### config.mk
export PLATFORM = sky130hd
export DESIGN_NAME = ins_word_loader_flat
export DESIGN_NICKNAME = d
export VERILOG_FILES = /design/src/rtl/ins_word_loader_if.sv /design/src/rtl/ins_word_loader.sv /design/src/flat_wrapper.sv
export SDC_FILE = /design/constraint.sdc
export NUM_CORES = 1
export LEC_CHECK = 0
export CAP_MARGIN = 10
export CORE_MARGIN = 2
export CORE_UTILIZATION = 46
export CTS_BUF_LIST = sky130_fd_sc_hd__clkbuf_2 sky130_fd_sc_hd__clkbuf_4 sky130_fd_sc_hd__clkbuf_8
export CTS_CLUSTER_DIAMETER = 80
export CTS_CLUSTER_SIZE = 8
export DETAILED_ROUTE_END_ITERATION = 7
export PLACE_DENSITY = 0.93
export SETUP_SLACK_MARGIN = 0.4
export SLEW_MARGIN = 40
export SYNTH_ARGS = -nofsm -noshare
export SYNTH_HDL_FRONTEND = slang
export SYNTH_SLANG_ARGS = --single-unit
### constraint.sdc
create_clock -name CLK -period 1.7 [get_ports CLK]
set_input_delay 0.34 -clock CLK [delete_from_list [all_inputs] [get_ports CLK]]
set_output_delay 0.34 -clock CLK [all_outputs]
set_load 0.02 [all_outputs]
### src/rtl/ins_word_loader_if.sv
// Field-set handshake and byte-wide instruction-memory write bus for
// ins_word_loader. The loader takes the slave side; the producer of field
// sets (and observer of the memory bus) takes the master side.
interface ins_word_loader_if #(
  parameter int ADDR_W = 8
);
  logic              in_valid;
  logic              in_ready;
  logic [1:0]        fmt;
  logic [5:0]        opCode;
  logic [4:0]        rs;
  logic [4:0]        rt;
  logic [4:0]        rd;
  logic [4:0]        sa;
  logic [15:0]       Immediate;
  logic [25:0]       j_addr;
  logic              mem_we;
  logic [ADDR_W-1:0] mem_addr;
  logic [7:0]        mem_wdata;

  modport master (
    output in_valid, fmt, opCode, rs, rt, rd, sa, Immediate, j_addr,
    input  in_ready, mem_we, mem_addr, mem_wdata
  );

  modport slave (
    input  in_valid, fmt, opCode, rs, rt, rd, sa, Immediate, j_addr,
    output in_ready, mem_we, mem_addr, mem_wdata
  );
endinterface

### src/rtl/ins_word_loader.sv
// Packs R/I/J instruction fields into a 32-bit word and writes it big-endian,
// one byte per cycle, into byte-addressed instruction memory. One word per
// 6 cycles; the write pointer auto-increments modulo 2^ADDR_W.
// Optional: define INS_LOADER_WORDCNT_EN to add a saturating word_cnt output.
module ins_word_loader #(
  parameter int ADDR_W    = 8,
  parameter int BASE_ADDR = 0
) (
  input  logic                CLK,
  input  logic                Reset,
  input  logic                clr,
  ins_word_loader_if.slave    bus,
  output logic [31:0]         word_out,
  output logic                done,
`ifdef INS_LOADER_WORDCNT_EN
  output logic [15:0]         word_cnt,
`endif
  output logic                err
);

  localparam logic [ADDR_W-1:0] BASE = ADDR_W'(BASE_ADDR);
  localparam logic [ADDR_W-1:0] INC  = ADDR_W'(1);

  typedef enum logic [2:0] {IDLE, WR0, WR1, WR2, WR3, DONE} state_t;

  state_t            state;
  logic [ADDR_W-1:0] ptr;
  logic [31:0]       packed_word;
  logic              pack_err;
  logic [ADDR_W-1:0] start_addr;

  // Field packing by format; reserved format yields a zero word and flags err
  always_comb begin
    packed_word = 32'h0;
    pack_err    = 1'b0;
    case (bus.fmt)
      2'd0:    packed_word = {bus.opCode, bus.rs, bus.rt, bus.rd, bus.sa, 6'b0};
      2'd1:    packed_word = {bus.opCode, bus.rs, bus.rt, bus.Immediate};
      2'd2:    packed_word = {bus.opCode, bus.j_addr};
      default: begin
        packed_word = 32'h0;
        pack_err    = 1'b1;
      end
    endcase
  end

  // A clr in the accept cycle takes effect before the word's first byte
  always_comb begin
    start_addr = clr ? BASE : ptr;
  end

  // Loader FSM: byte 0 is launched at the accept edge so bytes land at T+1..T+4;
  // ptr always holds the address of the next byte to write
  always_ff @(posedge CLK) begin
    if (Reset) begin
      state         <= IDLE;
      bus.in_ready  <= 1'b1;
      bus.mem_we    <= 1'b0;
      bus.mem_addr  <= '0;
      bus.mem_wdata <= 8'h0;
      word_out      <= 32'h0;
      done          <= 1'b0;
      err           <= 1'b0;
      ptr           <= BASE;
`ifdef INS_LOADER_WORDCNT_EN
      word_cnt      <= 16'h0;
`endif
    end else begin
      case (state)
        IDLE: begin
          if (bus.in_valid) begin
            word_out      <= packed_word;
            bus.mem_we    <= 1'b1;
            bus.mem_addr  <= start_addr;
            bus.mem_wdata <= packed_word[31:24];
            ptr           <= start_addr + INC;
            bus.in_ready  <= 1'b0;
            err           <= (err & ~clr) | pack_err;
            state         <= WR0;
          end else if (clr) begin
            ptr <= BASE;
            err <= 1'b0;
          end
`ifdef INS_LOADER_WORDCNT_EN
          if (clr) word_cnt <= 16'h0;
`endif
        end
        WR0: begin
          bus.mem_addr  <= ptr;
          bus.mem_wdata <= word_out[23:16];
          ptr           <= ptr + INC;
          state         <= WR1;
        end
        WR1: begin
          bus.mem_addr  <= ptr;
          bus.mem_wdata <= word_out[15:8];
          ptr           <= ptr + INC;
          state         <= WR2;
        end
        WR2: begin
          bus.mem_addr  <= ptr;
          bus.mem_wdata <= word_out[7:0];
          ptr           <= ptr + INC;
          state         <= WR3;
        end
        WR3: begin
          bus.mem_we <= 1'b0;
          done       <= 1'b1;
          state      <= DONE;
        end
        DONE: begin
          done         <= 1'b0;
          bus.in_ready <= 1'b1;
          state        <= IDLE;
`ifdef INS_LOADER_WORDCNT_EN
          if (word_cnt != 16'hFFFF) word_cnt <= word_cnt + 16'd1;
`endif
        end
        default: begin
          bus.mem_we   <= 1'b0;
          done         <= 1'b0;
          bus.in_ready <= 1'b1;
          state        <= IDLE;
        end
      endcase
    end
  end

endmodule
### src/flat_wrapper.sv
// flat-port wrapper written by rule: the top's interface ports become plain ports
module ins_word_loader_flat 
#(
  parameter int ADDR_W    = 8,
  parameter int BASE_ADDR = 0
)
  (CLK, Reset, clr, word_out, done, err, bus_in_valid, bus_fmt, bus_opCode, bus_rs, bus_rt, bus_rd, bus_sa, bus_Immediate, bus_j_addr, bus_in_ready, bus_mem_we, bus_mem_addr, bus_mem_wdata);
  ins_word_loader_if #(.ADDR_W(ADDR_W)) bus_i ();
  input  logic CLK;
  input  logic Reset;
  input  logic clr;
  output logic [31:0] word_out;
  output logic done;
  output logic err;
  input wire logic [$bits(bus_i.in_valid)-1:0] bus_in_valid;
  input wire logic [$bits(bus_i.fmt)-1:0] bus_fmt;
  input wire logic [$bits(bus_i.opCode)-1:0] bus_opCode;
  input wire logic [$bits(bus_i.rs)-1:0] bus_rs;
  input wire logic [$bits(bus_i.rt)-1:0] bus_rt;
  input wire logic [$bits(bus_i.rd)-1:0] bus_rd;
  input wire logic [$bits(bus_i.sa)-1:0] bus_sa;
  input wire logic [$bits(bus_i.Immediate)-1:0] bus_Immediate;
  input wire logic [$bits(bus_i.j_addr)-1:0] bus_j_addr;
  output wire logic [$bits(bus_i.in_ready)-1:0] bus_in_ready;
  output wire logic [$bits(bus_i.mem_we)-1:0] bus_mem_we;
  output wire logic [$bits(bus_i.mem_addr)-1:0] bus_mem_addr;
  output wire logic [$bits(bus_i.mem_wdata)-1:0] bus_mem_wdata;
  assign bus_i.in_valid = bus_in_valid;
  assign bus_i.fmt = bus_fmt;
  assign bus_i.opCode = bus_opCode;
  assign bus_i.rs = bus_rs;
  assign bus_i.rt = bus_rt;
  assign bus_i.rd = bus_rd;
  assign bus_i.sa = bus_sa;
  assign bus_i.Immediate = bus_Immediate;
  assign bus_i.j_addr = bus_j_addr;
  assign bus_in_ready = bus_i.in_ready;
  assign bus_mem_we = bus_i.mem_we;
  assign bus_mem_addr = bus_i.mem_addr;
  assign bus_mem_wdata = bus_i.mem_wdata;
  ins_word_loader #(.ADDR_W(ADDR_W), .BASE_ADDR(BASE_ADDR)) u_core (.CLK(CLK), .Reset(Reset), .clr(clr), .bus(bus_i), .word_out(word_out), .done(done), .err(err));
endmodule
==> summary.md <==
| Metric | Value |
|---|---|
| Area leader, netlist | `dfxtp_1` |
| Antenna Nets Post-Route | `0` |
| Status | `completed` |
| Synth cell types | `between 50 and 60` |
| CP endpoint kind | `flip-flop` |
| CTS Root Buffer Type | `clkbuf_8` |
| CP max-delay cell | `dfxtp_4` |
| First-pass GRT wire length | `20000 µm` |
| Via Count | `roughly 4200` |
| Clock sinks | `63` |
| Peak Freq | `roughly 660 MHz` |
| Relative slew slack | `66.4%` |
| DRC | `0` |
| R2R Setup Slk | `around 170 ps` |
| WP data arrival | `roughly 1800 ps` |
| TritonCTS Buffers | `9` |
| Initial antenna violation count | `0` |
| Hold-critical path depth | `3` |
| Crit path largest cell delay | `370 ps` |
| Leakage | `between 2 and 2.5 nW` |
| Worst endpoint required time | `around 2000 ps` |
| Starting DRT DRC Count | `481` |
| Design Power | `5.25 mW` |
| Die ar. | `just under 0.008 mm²` |
| Cts hold-fix bufs | `0` |
| Primary FF master, synth | `dfxtp_1` |
| RSZ-0062 raised after global routing | `true` |
| Post-Synthesis Cell Area | `approximately 0.0033 mm²` |
| Total global routing overflow | `0` |
| Max Cap Viol | `0` |
| CP Class | `flip-flop to flip-flop` |
| CTS tree | `yes` |
| Final worst-path cycle share | `roughly 90%` |
| Min Tclk post-route | `between 1500 and 2000 ps` |
| Worst r2r path cells | `6` |
| Post-Syn Area per Cell | `about 8.7 µm²` |
| Average wire per standard cell | `25.1 µm` |
| Most common library cells after synthesis | `63 x dfxtp_1, 49 x nor2_1, 34 x a21oi_1` |
| FF+latch count, synth | `63` |
| Net count after synthesis | `roughly 450` |
| Placer Congestion | `between 0.9 and 1` |
| Post-DR vias/cell | `between 6 and 7` |
| Hold Fails Final Rpt | `0` |
| Post-layout net count | `605` |
| Die Height | `88.7 µm` |
| Sequential cell area fraction in the yosys report | `38.2%` |
| Clock Latency Late Sink | `370 ps` |
| Post-synth ARST share | `0%` |
| Startpoint Class | `flip-flop` |
| RR Startpoint | `u_core.state[0]` |
| Power Density | `947 mW/mm²` |
| Ranking of synthesized cells by area | `dfxtp_1 38%, nor2_1 5.6%, a21oi_1 5.2%` |
| Final setup fails | `0` |
| Post-synth top area share | `a little under two fifths` |
| GRT Resource Usage Total | `~34%` |
| Worst Hold Class | `primary input to flip-flop` |
| Final Max Tran Viols | `0` |
| DR pass1 iterations | `5` |
| Worst-path cell chain | `buf_4, buf_12, mux2i_2, a21oi_2, nor2_2, o32ai_2` |
| Crit path max fanout | `5` |
| Count leader, synth | `dfxtp_1` |
| Reg-to-reg endpoint | `u_core.bus.mem_wdata[6]` |
| Top-level I/O count | `approximately 130` |
| Clk slew on worst S/H paths | `around 90 ps` |
| Clock tree buffer depth | `2` |
| Largest net degree at the start of global routing | `40` |
| WL final | `approximately 16000 µm` |
| H-tree Lvls | `3` |
| Initial Util | `between 40% and 50%` |
| Cells after Synth | `about 380` |
| Width of the die | `between 80 and 90 µm` |
| VDD IR max | `about 0.00059 V` |
| Layout area overhead | `67.9%` |
| Core Region | `roughly 0.0069 mm²` |
| Final core utilization | `between 80% and 90%` |
| DP HPWL | `approximately 8000 µm` |
| Synth Warn # | `0` |
| Clk_skew | `16.0 ps` |
| Layout fillers | `350` |
| Post-synth EDFFs | `0` |
| CP endpoint | `u_core.bus.mem_wdata[6]` |
| Setup TNS | `0 ps` |
| Row count | `30` |
| ANT cells | `0` |
| Port Buffers | `125` |
| Worst setup path startpoint | `u_core.state[0]` |
| Worst slew pin tran | `approximately 500 ps` |
| Layout cell share with drive strength beyond 1 | `about 46%` |
| Vias in the first global route | `approximately 3800` |
[flip-flops by register name (all words and copies together) (netlist names)]
register and cells:
u_core.word_out 32, u_core.bus.mem_addr 8, u_core.bus.mem_wdata 8, u_core.ptr 8
u_core.state 3, u_core.bus.in_ready 1, u_core.bus.mem_we 1, u_core.done 1
u_core.err 1
[critical path: cells and delay by family, from the launching register on]
family / cells / cell delay, ps
and+or+nand+nor: 1 / 110
muxes: 1 / 150
buffers and inverters: 2 / 310
DFF: 1 / 370
AOI/OAI and AO/OA: 2 / 510
[where the power goes]
| part | internal (mW) | leakage, nW | switching (mW) |
|---|---|---|---|
| logic | 0.926 | 1.53 | 1.14 |
| clock network | 0.678 | 0.0992 | 0.685 |
| registers | 1.64 | 0.526 | 0.179 |
[per-layer routing]
metal	wire length (µm)	global-route usage (%)	share of wire, %
met2	7660	57.5	48
met5	0	0	0
met3	1790	11.7	11
met1	5280	37.6	33
met4	1100	19.0	6.9
[cell usage in the layout (no fill, tap or decap), types with 9 or more instances in the layout]
cell type        instances
clkdlybuf4s50_1         69
buf_2                   47
dfxtp_1                 43
nor2_1                  37
buf_4                   35
a21oi_1                 26
nor3_1                  20
nand2_1                 18
a221oi_2                15
dfxtp_2                 13
nor3_2                  11
mux2_2                  10
clkbuf_8                 9
buf_6                    9
[through the flow]
stage	worst slack (ps)	cell area [µm²]	std cells	hold slack (ps)
after detailed placement	-217	4750	594	449
after global routing	74.2	5540	630	437
final	174	5540	630	441
after global placement	-130	4750	594	441
after floorplan	390	3330	378	488
after CTS	292	5140	617	416
[how the worst min path moves through the flow]
stage                            startpoint                       to  slack [ps]
CTS                                   Reset            u_core.ptr[1]         420
finish                                Reset  u_core.bus.mem_wdata[7]         440
floorplan                     bus_opCode[0]      u_core.word_out[26]         490
global route                          Reset  u_core.bus.mem_wdata[7]         440
global placement    u_core.bus.mem_wdata[7]  u_core.bus.mem_wdata[7]         440
detailed placement      u_core.word_out[25]      u_core.word_out[25]         450
[final cells by class]
type / instances / area (µm²) / share of cell area, %
flip-flops and latches: 63 / 1300 / 23.5
clock inverters: 7 / 73.8 / 1.33
clock buffers: 9 / 124 / 2.24
multi-input cells: 272 / 2320 / 41.9
repair buffers: 176 / 1570 / 28.3
well taps: 96 / 120 / 2.17
inverters: 7 / 26.3 / 0.474
[logic make-up after synthesis]
group | synth area share (%)
AOI/OAI and AO/OA | 24.5
buffers and inverters | 6.75
xor gates and xnor gates | 0.531
DFF | 38.2
muxes | 6.14
and+or+nand+nor | 23.1
adders and majority gates | 0.758
[timing repair]
action | in CTS | in global routing
setup endpoints to repair | 110 | 81
pin swaps | 23 | 28
hold endpoints to repair | 0 | 0
buffers inserted | 6 | 8
gates resized for setup | 270 | 85
gates cloned | 1 | 5
No activity file was read; power rests on OpenSTA's default activity.
